## config.mk

```make
export PLATFORM = sky130hd
export DESIGN_NAME = instr_mem_loader_flat
export DESIGN_NICKNAME = d
export VERILOG_FILES = /design/src/rtl/instr_mem_loader_if.sv /design/src/rtl/instr_mem_loader.sv /design/src/flat_wrapper.sv
export SDC_FILE = /design/constraint.sdc
export NUM_CORES = 1
export LEC_CHECK = 0
export BUFFER_PORTS_ARGS = -buffer_cell sky130_fd_sc_hd__buf_2
export CAP_MARGIN = 20
export CORE_MARGIN = 3
export CORE_UTILIZATION = 53
export CTS_CLUSTER_DIAMETER = 60
export CTS_CLUSTER_SIZE = 12
export DETAILED_ROUTE_END_ITERATION = 12
export PLACE_DENSITY = 0.78
export SLEW_MARGIN = 10
export SYNTH_ARGS = -nofsm -noshare
export SYNTH_HDL_FRONTEND = slang
export SYNTH_SLANG_ARGS = --single-unit
```

## constraint.sdc

```tcl
create_clock -name loader_clk -period 2.15 [get_ports loader_clk]
set_input_delay 0.215 -clock loader_clk [delete_from_list [all_inputs] [get_ports loader_clk]]
set_output_delay 0.215 -clock loader_clk [all_outputs]
set_load 0.01 [all_outputs]
```

## src/rtl/instr_mem_loader_if.sv

```systemverilog
// instr_mem_loader_if: byte stream handshake, instruction memory write port and loader status.
interface instr_mem_loader_if #(
  parameter int ADDR_W = 6,
  parameter int DATA_W = 8
);
  logic loader_start;
  logic [DATA_W-1:0] loader_in_data;
  logic loader_in_valid;
  logic loader_in_ready;
  logic loader_wr_en;
  logic [ADDR_W-1:0] loader_wr_addr;
  logic [DATA_W-1:0] loader_wr_data;
  logic loader_cpu_hold;
  logic loader_busy;
  logic loader_done;
  logic loader_error;
  modport master (
    output loader_start, loader_in_data, loader_in_valid,
    input loader_in_ready, loader_wr_en, loader_wr_addr, loader_wr_data,
    input loader_cpu_hold, loader_busy, loader_done, loader_error
  );
  modport slave (
    input loader_start, loader_in_data, loader_in_valid,
    output loader_in_ready, loader_wr_en, loader_wr_addr, loader_wr_data,
    output loader_cpu_hold, loader_busy, loader_done, loader_error
  );
endinterface

```

## src/rtl/instr_mem_loader.sv

```systemverilog
// instr_mem_loader: framed byte stream to sequential instruction memory writes with processor hold.
// INSTR_LOADER_CHECKSUM_EN adds a trailing mod-256 payload sum byte to the frame.
module instr_mem_loader #(
  parameter int ADDR_W = 6,
  parameter int DATA_W = 8,
  parameter int DEPTH = 64
) (
  input logic loader_clk,
  input logic loader_rst,
  instr_mem_loader_if.slave bus
);
  localparam int CW = ADDR_W + 1;
`ifdef INSTR_LOADER_CHECKSUM_EN
  typedef enum logic [2:0] {IDLE, LEN, DATA, CSUM, DONE, ERR} state_t;
  localparam state_t FIN = CSUM;
`else
  typedef enum logic [2:0] {IDLE, LEN, DATA, DONE, ERR} state_t;
  localparam state_t FIN = DONE;
`endif
  state_t st, nxt;
  logic [ADDR_W-1:0] addr, wr_addr;
  logic [DATA_W-1:0] wr_data;
  logic [CW-1:0] cnt;
  logic rdy, acc, last, len_ok, wr_en, hold, done, error;
`ifdef INSTR_LOADER_CHECKSUM_EN
  logic [DATA_W-1:0] sum;
  assign rdy = st inside {LEN, DATA, CSUM};
`else
  assign rdy = st inside {LEN, DATA};
`endif
  assign acc = bus.loader_in_valid && rdy;
  assign last = cnt == CW'(1);
  assign len_ok = 32'(bus.loader_in_data) <= 32'(DEPTH);
  assign bus.loader_in_ready = rdy;
  assign bus.loader_busy = rdy;
  assign bus.loader_wr_en = wr_en;
  assign bus.loader_wr_addr = wr_addr;
  assign bus.loader_wr_data = wr_data;
  assign bus.loader_cpu_hold = hold;
  assign bus.loader_done = done;
  assign bus.loader_error = error;
  always_comb begin
    nxt = st;
    case (st)
      IDLE, DONE, ERR: nxt = bus.loader_start ? LEN : st;
      LEN: nxt = acc ? (len_ok ? DATA : ERR) : st;
      DATA: nxt = acc && last ? FIN : st;
`ifdef INSTR_LOADER_CHECKSUM_EN
      CSUM: nxt = acc ? (bus.loader_in_data == sum ? DONE : ERR) : st;
`endif
      default: nxt = IDLE;
    endcase
  end
  always_ff @(posedge loader_clk) begin
    if (loader_rst) begin
      st <= IDLE;
      addr <= '0;
      cnt <= '0;
      wr_en <= 1'b0;
      wr_addr <= '0;
      wr_data <= '0;
      hold <= 1'b0;
      done <= 1'b0;
      error <= 1'b0;
    end else begin
      st <= nxt;
      wr_en <= st == DATA && acc;
      if (st == DATA && acc) begin
        wr_addr <= addr;
        wr_data <= bus.loader_in_data;
        addr <= addr + ADDR_W'(1);
        cnt <= cnt - CW'(1);
      end
      // length 0 encodes a full-memory image
      if (st == LEN && acc)
        cnt <= bus.loader_in_data == '0 ? CW'(DEPTH) : CW'(bus.loader_in_data);
      if (nxt == LEN && st != LEN) begin
        addr <= '0;
        cnt <= '0;
        done <= 1'b0;
        error <= 1'b0;
        hold <= 1'b1;
      end
      if (nxt == DONE && st != DONE) begin
        done <= 1'b1;
        hold <= 1'b0;
      end
      if (nxt == ERR && st != ERR) error <= 1'b1;
    end
  end
`ifdef INSTR_LOADER_CHECKSUM_EN
  always_ff @(posedge loader_clk) begin
    if (loader_rst || (nxt == LEN && st != LEN)) sum <= '0;
    else if (st == DATA && acc) sum <= sum + bus.loader_in_data;
  end
`endif
endmodule

```

## src/flat_wrapper.sv

```systemverilog
// flat-port wrapper written by rule: the top's interface ports become plain ports
module instr_mem_loader_flat 
#(
  parameter int ADDR_W = 6,
  parameter int DATA_W = 8,
  parameter int DEPTH = 64
)
  (loader_clk, loader_rst, bus_loader_start, bus_loader_in_data, bus_loader_in_valid, bus_loader_in_ready, bus_loader_wr_en, bus_loader_wr_addr, bus_loader_wr_data, bus_loader_cpu_hold, bus_loader_busy, bus_loader_done, bus_loader_error);
  instr_mem_loader_if #(.ADDR_W(ADDR_W), .DATA_W(DATA_W)) bus_i ();
  input logic loader_clk;
  input logic loader_rst;
  input wire logic [$bits(bus_i.loader_start)-1:0] bus_loader_start;
  input wire logic [$bits(bus_i.loader_in_data)-1:0] bus_loader_in_data;
  input wire logic [$bits(bus_i.loader_in_valid)-1:0] bus_loader_in_valid;
  output wire logic [$bits(bus_i.loader_in_ready)-1:0] bus_loader_in_ready;
  output wire logic [$bits(bus_i.loader_wr_en)-1:0] bus_loader_wr_en;
  output wire logic [$bits(bus_i.loader_wr_addr)-1:0] bus_loader_wr_addr;
  output wire logic [$bits(bus_i.loader_wr_data)-1:0] bus_loader_wr_data;
  output wire logic [$bits(bus_i.loader_cpu_hold)-1:0] bus_loader_cpu_hold;
  output wire logic [$bits(bus_i.loader_busy)-1:0] bus_loader_busy;
  output wire logic [$bits(bus_i.loader_done)-1:0] bus_loader_done;
  output wire logic [$bits(bus_i.loader_error)-1:0] bus_loader_error;
  assign bus_i.loader_start = bus_loader_start;
  assign bus_i.loader_in_data = bus_loader_in_data;
  assign bus_i.loader_in_valid = bus_loader_in_valid;
  assign bus_loader_in_ready = bus_i.loader_in_ready;
  assign bus_loader_wr_en = bus_i.loader_wr_en;
  assign bus_loader_wr_addr = bus_i.loader_wr_addr;
  assign bus_loader_wr_data = bus_i.loader_wr_data;
  assign bus_loader_cpu_hold = bus_i.loader_cpu_hold;
  assign bus_loader_busy = bus_i.loader_busy;
  assign bus_loader_done = bus_i.loader_done;
  assign bus_loader_error = bus_i.loader_error;
  instr_mem_loader #(.ADDR_W(ADDR_W), .DATA_W(DATA_W), .DEPTH(DEPTH)) u_core (.loader_clk(loader_clk), .loader_rst(loader_rst), .bus(bus_i));
endmodule
```

==> results of run 1 <==
-- final timing paths --
kind,start,endpoint,slack [ns],cells past startpoint
setup / recovery,u_core.cnt[1],u_core.cnt[6],0.30,6
hold / removal,bus_loader_in_data[4],u_core.bus.loader_wr_data[4],0.13,3
setup reg to reg,u_core.cnt[1],u_core.cnt[6],0.30,6
hold reg to reg,u_core.bus.loader_wr_data[5],u_core.bus.loader_wr_data[5],0.46,2
-- state kept, by name, summed over array words and instances, names as in the netlist --
signal	flops
u_core.bus.loader_cpu_hold	1
u_core.bus.loader_error	1
u_core.st	3
u_core.addr	6
u_core.bus.loader_wr_en	1
u_core.bus.loader_wr_data	8
u_core.bus.loader_done	1
u_core.cnt	7
u_core.bus.loader_wr_addr	6
-- routing by layer --
layer  wire, µm  vias to the layer above
met3        340                       12
met2       1790                       93
li1           -                      720
met4         65                        0
met5          0                        -
met1       1650                      677
-- cell families (layout without fill, tap and decap cells) --
| group | after synthesis | after routing | share of synthesized area (%) |
|---|---|---|---|
| XOR/XNOR | 7 | 7 | 3.83 |
| adder cells (fa/ha/maj) | 3 | 3 | 2.34 |
| flip-flops | 34 | 34 | 42.5 |
| AO/OA/AOI/OAI | 46 | 46 | 17.8 |
| AND/OR/NAND/NOR | 85 | 85 | 26.9 |
| buffers and inverters | 18 | 46 | 6.64 |
-- stage by stage --
stage	power, mW	util, %	instance area [µm²]	hold WS, ns	worst slack, ns
floorplan	0.763	-	1600	0.351	0.517
CTS	1.41	64.7	1830	0.122	0.311
global route	1.45	64.7	1830	0.126	0.187
finish	1.40	64.7	1830	0.129	0.301
global placement	0.791	60.8	1720	0.439	0.479
detailed placement	0.798	60.8	1720	0.443	0.397
-- layout make-up --
class                   count  area share (%)
clock buffers               6            2.80
inverters                   6            1.23
repair buffers             32            8.89
well taps                  31            2.12
flip-flops and latches     34            37.2
multi-input cells         141            44.5
clock inverters             2            3.28
-- power breakdown --
group	switching, mW	total (mW)	internal [mW]
registers	0.0166	0.658	0.641
clock network	0.223	0.617	0.394
logic	0.0783	0.130	0.0516
-- cells in the final DEF, fill, tap and decap left out, types with 2 or more instances in the layout --
master and count:
xor2_1 5, and3_1 2, nand4_1 2, nand2_1 37, bufinv_16 2, buf_2 31
nor4_1 2, a222oi_1 2, ha_1 3, nor2b_1 4, nand4b_1 2, or2_1 2
o21ai_0 6, inv_1 5, nand3_1 3, xnor2_1 2, and4bb_2 2, nor2_1 16
dfxtp_1 34, nor3_1 3, clkbuf_4 5, o31ai_1 2, a21oi_1 25
-- critical path, cell delays in order (launching register included) --
cell       delay (ns)
dfxtp_1          0.37
inv_1            0.11
ha_1             0.19
or3b_4           0.41
o31ai_1          0.25
a21oi_1          0.12
a2111oi_2        0.32
==> results.md, run 1 <==
- CP Class: flip-flop to flip-flop
- CTS clk-pin slew, worst paths: 0.11 ns
- I/O pin count: 32
- Most frequent cell after synthesis: nand2_1
- Vias: 1502
- Asr flop ratio synth: 0%
- Sequential cell area fraction in the yosys report: 42.5%
- Fmax: 541 MHz
- CTS tree: yes
- CTS-repair resized insts: 0
- RSZ-0062 raised after global routing: false
- Layout area overhead: 14.3%
- HP Class: input port to flip-flop
- Synth area leaders: dfxtp_1 43%, nand2_1 8.7%, a21oi_1 7.8%
- Mean Syn Cell Area: 8.30 µm²
- PwrDens: 767 mW/mm²
- CTS hold repair buffers: 0
- Area of the die: 0.00372 mm²
- Fill count: 238
- Fin cells: 252
- # port buffers: 31
- First-pass iteration count of the detailed router: 4
- Clk buf depth: 2
- Multi-input combinational cell area: 815 µm²
- Final setup fails: 0
- Cells after DPL: 244
- Vias/cell: 5.96
- Antenna violations before repair: 0
- Routed wire length: 3.84 mm
- CP startpoint kind: flip-flop
- DIE WIDTH: 61.0 µm
- Register area: 681 µm²
- GRT met1 Usage: 29.7%
- Postcts setup bufs: 0
- Post-synth top cells: 37 x nand2_1, 34 x dfxtp_1, 25 x a21oi_1
- Met3 Use GR: 8.30%
- Clock Sinks: 34
- DRT iter0 DRCs: 81
- Syn. warnings: 0
- Final Cycle Share: 86.0%
- Worst-Margin Slew: 0.560 ns
- Inserted Diodes: 0
- Mapped Cells: 193
- Die Ht: 61.0 µm
- FP Rows: 19
- Max-cap viol count: 0
- All-Layer GR Usage: 23.4%
- Yosys top cell area share: 42.5%
- Leak: 0.714 nW
- Layout cells sized above 1: 21.7%
- TritonCTS buffer count: 5
- Core area: 0.00283 mm²
- Synth Net Count: 208
- Maximum vdd ir drop: 0.751 mV
- First-pass GRT wire length: 6.42 mm
- Final Hold Violating Endpoints: 0
- Synth Flop Type: dfxtp_1
- Starting Density: 56.6%
- Detail Route Antenna Nets: 0
- Root Driver: clkbuf_4
- Register bit total from synthesis: 34
- DRC: 0
- Post-Syn Area: 0.00160 mm²
- Worst-Skew Late Latency: 0.35 ns
- Largest net degree at the start of global routing: 25
- Crit Path Max Fanout: 5
- Nets: 235
- GRT Max-Usage Layer: met2
- Worst clock skew: 0.0112 ns
- Yosys cell types: 48
- H-tree level count: 2
- Min cycle time layout: 1.85 ns
- EDFF count, synth: 0
- Worst Path Arrival: 2.11 ns
- Grt total ovfl: 0
- Slew Limit Headroom: 62.6%
- CP Capture Type: flip-flop
- M2 GR Usage: 37.1%
- TNS Setup: 0 ns
- Routability cong.: 0.849
- Vias in the first global route: 1427
- Outcome: complete, no violations
- DR WL/cell: 15.3 µm
- DP HPWL: 2.72 mm
- Required @ worst endpoint: 2.41 ns
- Slew Limit Fails: 0
- Cell taking the most area after synthesis: dfxtp_1
Power figures use the tool's default switching activity.
==> run 2, diff against run 1 <==
- ABC_CLOCK_PERIOD_IN_PS: unset -> 2150
- CTS_CLUSTER_DIAMETER: 60 -> unset
- SETUP_SLACK_MARGIN: unset -> 0.5
==> run 2 against run 1 <==
  * Final area is 4.6% higher
  * Register-to-register slack better by 0.20 ns
  * Sequential share of layout area is 1.1 points lower
  * Die area stayed put
  * Worst hold slack worse by 0.0036 ns
  * Highest routed layer unchanged
==> results.md, run 2 (synthesis gave the netlist of run 1 again) <==
- Grt total ovfl: 0 (unchanged)
- Leak: 0.739 nW (+3.5%)
- RR Startpoint: u_core.cnt[1]
- DR WL/cell: 16.3 µm (+7.0%)
- P_int: 1.09 mW (+0.65%)
- Routed wire length: 4.18 mm (+8.7%)
- Top delay family on crit path: simple AND/OR/NAND/NOR gates
- Slew Limit Fails: 0 (unchanged)
- CP startpoint kind: flip-flop
- Reg2Reg Setup Slack: 0.50 ns (+0.20 ns)
- TritonCTS buffer count: 5 (unchanged)
- Root Driver: clkbuf_4
- Vias: 1555 (+3.5%)
- Max reg flops: 8 (unchanged)
- Fin cells: 256 (+1.6%)
- Inserted Diodes: 0 (unchanged)
- First-pass iteration count of the detailed router: 4 (unchanged)
- Buf+Inv Stages, Crit Path: 2 (+1)
- Commonest non-fill, non-tap cell in the layout: nand2_1
- DP HPWL: 2.72 mm (unchanged)
- Max-cap viol count: 0 (unchanged)
- All-Layer GR Usage: 24.5% (+1.1 points)
- DIE WIDTH: 61.0 µm (unchanged)
- FP Rows: 19 (unchanged)
- Area of the die: 0.00372 mm² (unchanged)
- Seq pwr share: 46.2% (-0.6 points)
- Antenna violations before repair: 0 (unchanged)
- Clk buf depth: 2 (unchanged)
- Maximum vdd ir drop: 0.755 mV (+0.54%)
- # port buffers: 31 (unchanged)
- Worst reg2reg path endpoint: u_core.cnt[6]
- Final setup fails: 0 (unchanged)
- Routability cong.: 0.849 (unchanged)
- CP Class: flip-flop to flip-flop
- Layout area overhead: 19.6%
- PwrDens: 743 mW/mm² (-3.1%)
- Layout cells sized above 1: 28.4% (+6.7 points)
- CTS clk-pin slew, worst paths: 0.11 ns (about the same)
- Crit Path Max Fanout: 3 (-2)
- Worst-Skew Late Latency: 0.35 ns (about the same)
- I/O pin count: 32 (unchanged)
- RSZ-0062 raised after global routing: true
- H-tree level count: 2 (unchanged)
- Dpl cell area: 0.00172 mm² (unchanged)
- Vias/cell: 6.07 (+1.9%)
- Cells along the critical path: inv_2, ha_4, or3b_4, buf_4, nor4_1, a2111oi_2
- CP Capture Type: flip-flop
- CTS tree: yes
- Util after Layout: 67.7% (+3.0 points)
- Die Ht: 61.0 µm (unchanged)
- Final Hold Violating Endpoints: 0 (unchanged)
- DRC: 0 (unchanged)
- FF-to-FF path depth: 6 (unchanged)
- CTS hold repair buffers: 0 (unchanged)
- Final Cycle Share: 76.6% (-9.4 points)
- Final Cell Area: 0.00192 mm² (+4.6%)
- Min cycle time layout: 1.65 ns (-0.203 ns)
- Nets: 239 (+1.7%)
- Worst-Margin Slew: 0.509 ns (-0.0510 ns)
- Clock Sinks: 34 (unchanged)
- Crit path capture: u_core.cnt[6]
- Required @ worst endpoint: 2.38 ns (-0.03 ns)
- Slew Limit Headroom: 65.7% (+3.1 points)
- Starting Density: 56.6% (unchanged)
- TNS Setup: 0 ns (unchanged)
- Part of the power in the clock network: 43.5% (-0.4 points)
- Switch Pwr: 331 µW (+4.0%)
- Critical Path Start: u_core.cnt[1]
- Largest net degree at the start of global routing: 25 (unchanged)
- Detail Route Antenna Nets: 0 (unchanged)
- Worst clock skew: 0.0113 ns (+0.0000667 ns)
- First-pass GRT wire length: 6.67 mm (+4.0%)
- Switching Fraction: 23.2% (+0.57 points)
- Outcome: complete, no violations
- Vias in the first global route: 1424 (-0.21%)
- Worst Path Arrival: 1.88 ns (-0.23 ns)
- HP Class: input port to flip-flop
- Crit path largest cell delay: 0.40 ns (about the same)
- WP depth: 6 (unchanged)
- Final Total Pwr: 1.42 mW (+1.4%)
- DRT iter0 DRCs: 80 (-1.2%)
- Fmax: 607 MHz (+12%)
- Most frequent cells in the layout: 37 x nand2_1, 31 x buf_2, 30 x dfxtp_1, 24 x a21oi_1, 16 x nor2_1
- Logic pwr share: 10.3% (+1.0 points)
- Cells after DPL: 244 (unchanged)
- Core area: 0.00283 mm² (unchanged)
- Slowest-stage cell, CP: or3b_4
run 2: layout make-up:
class / count / area [µm²]
fill: 224 / 913
multi-input combinational: 141 / 860
sequential: 34 / 691
timing repair buffer: 36 / 193
clock inverter: 2 / 60.1
clock buffer: 6 / 51.3
tap: 31 / 38.8
inverter: 6 / 22.5
run 2: worst reg2reg max path, stage by stage (launching register included):
cell       delay [ns]
dfxtp_4          0.36
inv_2            0.08
ha_4             0.14
or3b_4           0.40
buf_4            0.16
nor4_1           0.28
a2111oi_2        0.12
run 2: worst min path at each step:
stage	startpoint	to	slack, ns	cells after the start
2_1_floorplan	bus_loader_in_data[0]	u_core.bus.loader_wr_data[0]	0.35	2
3_3_place_gp	u_core.bus.loader_wr_addr[4]	u_core.bus.loader_wr_addr[4]	0.44	2
3_5_place_dp	u_core.bus.loader_wr_data[0]	u_core.bus.loader_wr_data[0]	0.44	2
4_1_cts	bus_loader_in_data[2]	u_core.bus.loader_wr_data[2]	0.12	3
5_1_grt	bus_loader_in_data[1]	u_core.bus.loader_wr_data[1]	0.12	3
6_report	bus_loader_in_data[4]	u_core.bus.loader_wr_data[4]	0.13	3
run 2: metrics by stage:
step           hold WS, ns  setup slack [ns]
2_1_floorplan        0.351             0.517
3_3_place_gp         0.439             0.479
3_5_place_dp         0.443             0.397
4_1_cts              0.122             0.493
5_1_grt              0.118             0.446
6_report             0.126             0.504
run 2: timing repair:
item | CTS | global route
endpoints found under the setup margin | 2 | 8
pin swaps | 4 | 1
resized for setup | 13 | 5
setup buffers | 4 | 0
run 2: per-layer routing:
layer	wire length (µm)	global-route usage (%)	share of wire, %
met5	0	0	0
met4	103	9.60	2.5
met3	383	8.30	9.2
met2	1960	37.9	47
met1	1740	31.6	42
run 2: power groups by stage:
stage | logic [mW] | registers (mW) | clock network [mW]
detailed placement | 0.127 | 0.671 | 0
finish | 0.146 | 0.658 | 0.620
CTS | 0.138 | 0.656 | 0.621
global route | 0.157 | 0.660 | 0.651
floorplan | 0.0988 | 0.664 | 0
global placement | 0.121 | 0.670 | 0
==> run 3, diff against run 2 <==
- ABC_CLOCK_PERIOD_IN_PS: 2150 -> 1700
- clock period: 2.15 -> 1.7 ns (I/O delays scaled with it)
==> run 3 against run 2 <==
  * Non-clock buffer count is 25 higher
  * Total power is 7.8% higher
  * Maximum frequency is 4.9% higher
  * Sequential cell count stayed put
  * Worst hold slack worse by 0.049 ns
  * Worst setup slack worse by 0.37 ns
  * Largest cell class unchanged
  * Highest routed layer unchanged
==> results.md, run 3 (synthesis gave the netlist of run 1 again) <==
- P_int: 1.09 mW (-0.19%)
- # port buffers: 31 (unchanged)
- Detail Route Antenna Nets: 0 (unchanged)
- Final Cycle Share: 92.3% (+16 points)
- Slew Limit Headroom: 68.1% (+2.4 points)
- Switch Pwr: 443 µW (+34%)
- CP Class: flip-flop to flip-flop
- Met3 wire len: 412 µm (+7.6%)
- Largest net degree at the start of global routing: 21 (-16%)
- Util after Layout: 79.1% (+11 points)
- PwrDens: 686 mW/mm² (-7.8%)
- Fill count: 186 (-17%)
- Maximum vdd ir drop: 0.448 mV (-41%)
- Min cycle time layout: 1.57 ns (-0.0772 ns)
- Inserted Diodes: 0 (unchanged)
- Most frequent cells in the layout: 33 x nand2_1, 31 x buf_2, 29 x dfxtp_1, 18 x buf_4, 17 x a21oi_1
- Clock Sinks: 34 (unchanged)
- Antenna violations before repair: 0 (unchanged)
- H-tree level count: 2 (unchanged)
- Vias: 1727 (+11%)
- First-pass GRT wire length: 7.56 mm (+13%)
- Routed length on met2: 2.48 mm (+27%)
- Slowest-stage cell, CP: or3b_4
- DRC: 0 (unchanged)
- Max-cap viol count: 0 (unchanged)
- Buf+Inv Stages, Crit Path: 1 (-1)
- Required @ worst endpoint: 1.92 ns (-0.46 ns)
- Vias in the first global route: 1567 (+10%)
- I/O pin count: 32 (unchanged)
- DIE WIDTH: 61.0 µm (unchanged)
- Top delay family on crit path: simple AND/OR/NAND/NOR gates
- CTS tree: yes
- Layout cells sized above 1: 45.8% (+17 points)
- Area of the die: 0.00372 mm² (unchanged)
- Worst Path Arrival: 1.79 ns (-0.09 ns)
- DRT iter0 DRCs: 131 (+64%)
- Cells after DPL: 252 (+3.3%)
- Final Total Pwr: 1.53 mW (+7.8%)
- Final Cell Area: 0.00224 mm² (+17%)
- Wire length on met1: 1.96 mm (+13%)
- Routed wire length: 4.97 mm (+19%)
- Logic pwr share: 18.3% (+8.0 points)
- All-Layer GR Usage: 27.4% (+2.8 points)
- Slew Limit Fails: 0 (unchanged)
- Worst-Margin Slew: 0.478 ns (-0.0308 ns)
- Die Ht: 61.0 µm (unchanged)
- Fmax: 637 MHz (+4.9%)
- Worst-Skew Late Latency: 0.34 ns (about the same)
- CP Capture Type: flip-flop
- DR WL/cell: 17.7 µm (+8.7%)
- Cells along the critical path: inv_4, ha_4, or3b_4, nor4_1, a2111oi_2
- TritonCTS buffer count: 5 (unchanged)
- Max reg flops: 8 (unchanged)
- Crit Path Max Fanout: 3 (unchanged)
- Starting Density: 56.6% (unchanged)
- Commonest non-fill, non-tap cell in the layout: nand2_1
- Routability cong.: 1.02 (+21%)
- Root Driver: clkbuf_4
- RSZ-0062 raised after global routing: true
- Final setup fails: 0 (unchanged)
- CP startpoint kind: flip-flop
- Vias/cell: 6.17 (+1.5%)
- Crit path largest cell delay: 0.39 ns (about the same)
- TNS Setup: 0 ns (unchanged)
- Clk buf depth: 2 (unchanged)
- Leak: 0.880 nW (+19%)
- FP Rows: 19 (unchanged)
- Switching Fraction: 28.9% (+5.7 points)
- First-pass iteration count of the detailed router: 5 (+1)
- Core area: 0.00283 mm² (unchanged)
- Layout area overhead: 39.8%
- Dpl cell area: 0.00182 mm² (+5.7%)
- DP HPWL: 2.82 mm (+3.4%)
- Final Hold Violating Endpoints: 0 (unchanged)
- CTS clk-pin slew, worst paths: 0.11 ns (about the same)
- Part of the power in the clock network: 27.9% (-16 points)
- Grt total ovfl: 0 (unchanged)
- Nets: 264 (+10%)
- Seq pwr share: 53.8% (+7.6 points)
- Outcome: complete, no violations
- Fin cells: 280 (+9.4%)
- HP Class: input port to flip-flop
- Worst clock skew: 0.00540 ns (-0.00588 ns)
- DR top layer: met4
run 3: changes by cell type in the layout (fill, tap and decap cells not counted), sizes merged:
cell    previous run  this run
bufinv             2         0
buf               36        61
clkinv             0         2
clkbuf             6         5
run 3: final timing paths:
| path | cells after the start | slack (ns) | endpoint | startpoint |
|---|---|---|---|---|
| hold reg to reg | 2 | 0.46 | u_core.bus.loader_wr_addr[4] | u_core.bus.loader_wr_addr[4] |
| setup / recovery | 5 | 0.13 | u_core.cnt[6] | u_core.cnt[0] |
| setup reg to reg | 5 | 0.13 | u_core.cnt[6] | u_core.cnt[0] |
| hold / removal | 3 | 0.08 | u_core.bus.loader_wr_data[4] | bus_loader_in_data[4] |
run 3: worst register-to-register path, cell delays in order (launching register included):
cell	delay, ns
dfxtp_4	0.37
inv_4	0.06
ha_4	0.13
or3b_4	0.39
nor4_1	0.36
a2111oi_2	0.13
run 3: cell type report:
| type | instances | area, µm² | share of cell area [%] |
|---|---|---|---|
| clock inverter | 2 | 10.0 | 0.447 |
| timing repair buffer | 61 | 442 | 19.7 |
| multi-input combinational | 141 | 988 | 44.2 |
| inverter | 6 | 30.0 | 1.34 |
| sequential | 34 | 692 | 30.9 |
| tap | 31 | 38.8 | 1.73 |
| clock buffer | 5 | 37.5 | 1.68 |
run 3: metal layers:
layer | up-vias | GRT usage (%)
met5 | - | 0
met4 | 0 | 6.19
met3 | 23 | 5.74
met2 | 111 | 46.3
met1 | 806 | 35.8
li1 | 787 | -
run 3: stage by stage:
step                setup slack, ns  hold WS, ns
finish                        0.131       0.0763
CTS                           0.169       0.0870
detailed placement           0.0198        0.445
global placement              0.104        0.434
global route                 0.0846        0.105
floorplan                     0.133        0.306
run 3: power by group through the flow:
stage / sequential (mW) / clock [mW] / combinational (mW)
floorplan: 0.842 / 0 / 0.133
global placement: 0.842 / 0 / 0.181
detailed placement: 0.844 / 0 / 0.184
CTS: 0.824 / 0.422 / 0.239
global route: 0.827 / 0.458 / 0.300
finish: 0.825 / 0.428 / 0.281
run 3: what timing repair did:
item / CTS / global route
pin swaps: 15 / 6
gates cloned: 1 / 0
hold buffers: 0 / 0
setup buffers: 15 / 5
setup endpoints to repair: 35 / 36
gates resized for setup: 34 / 25
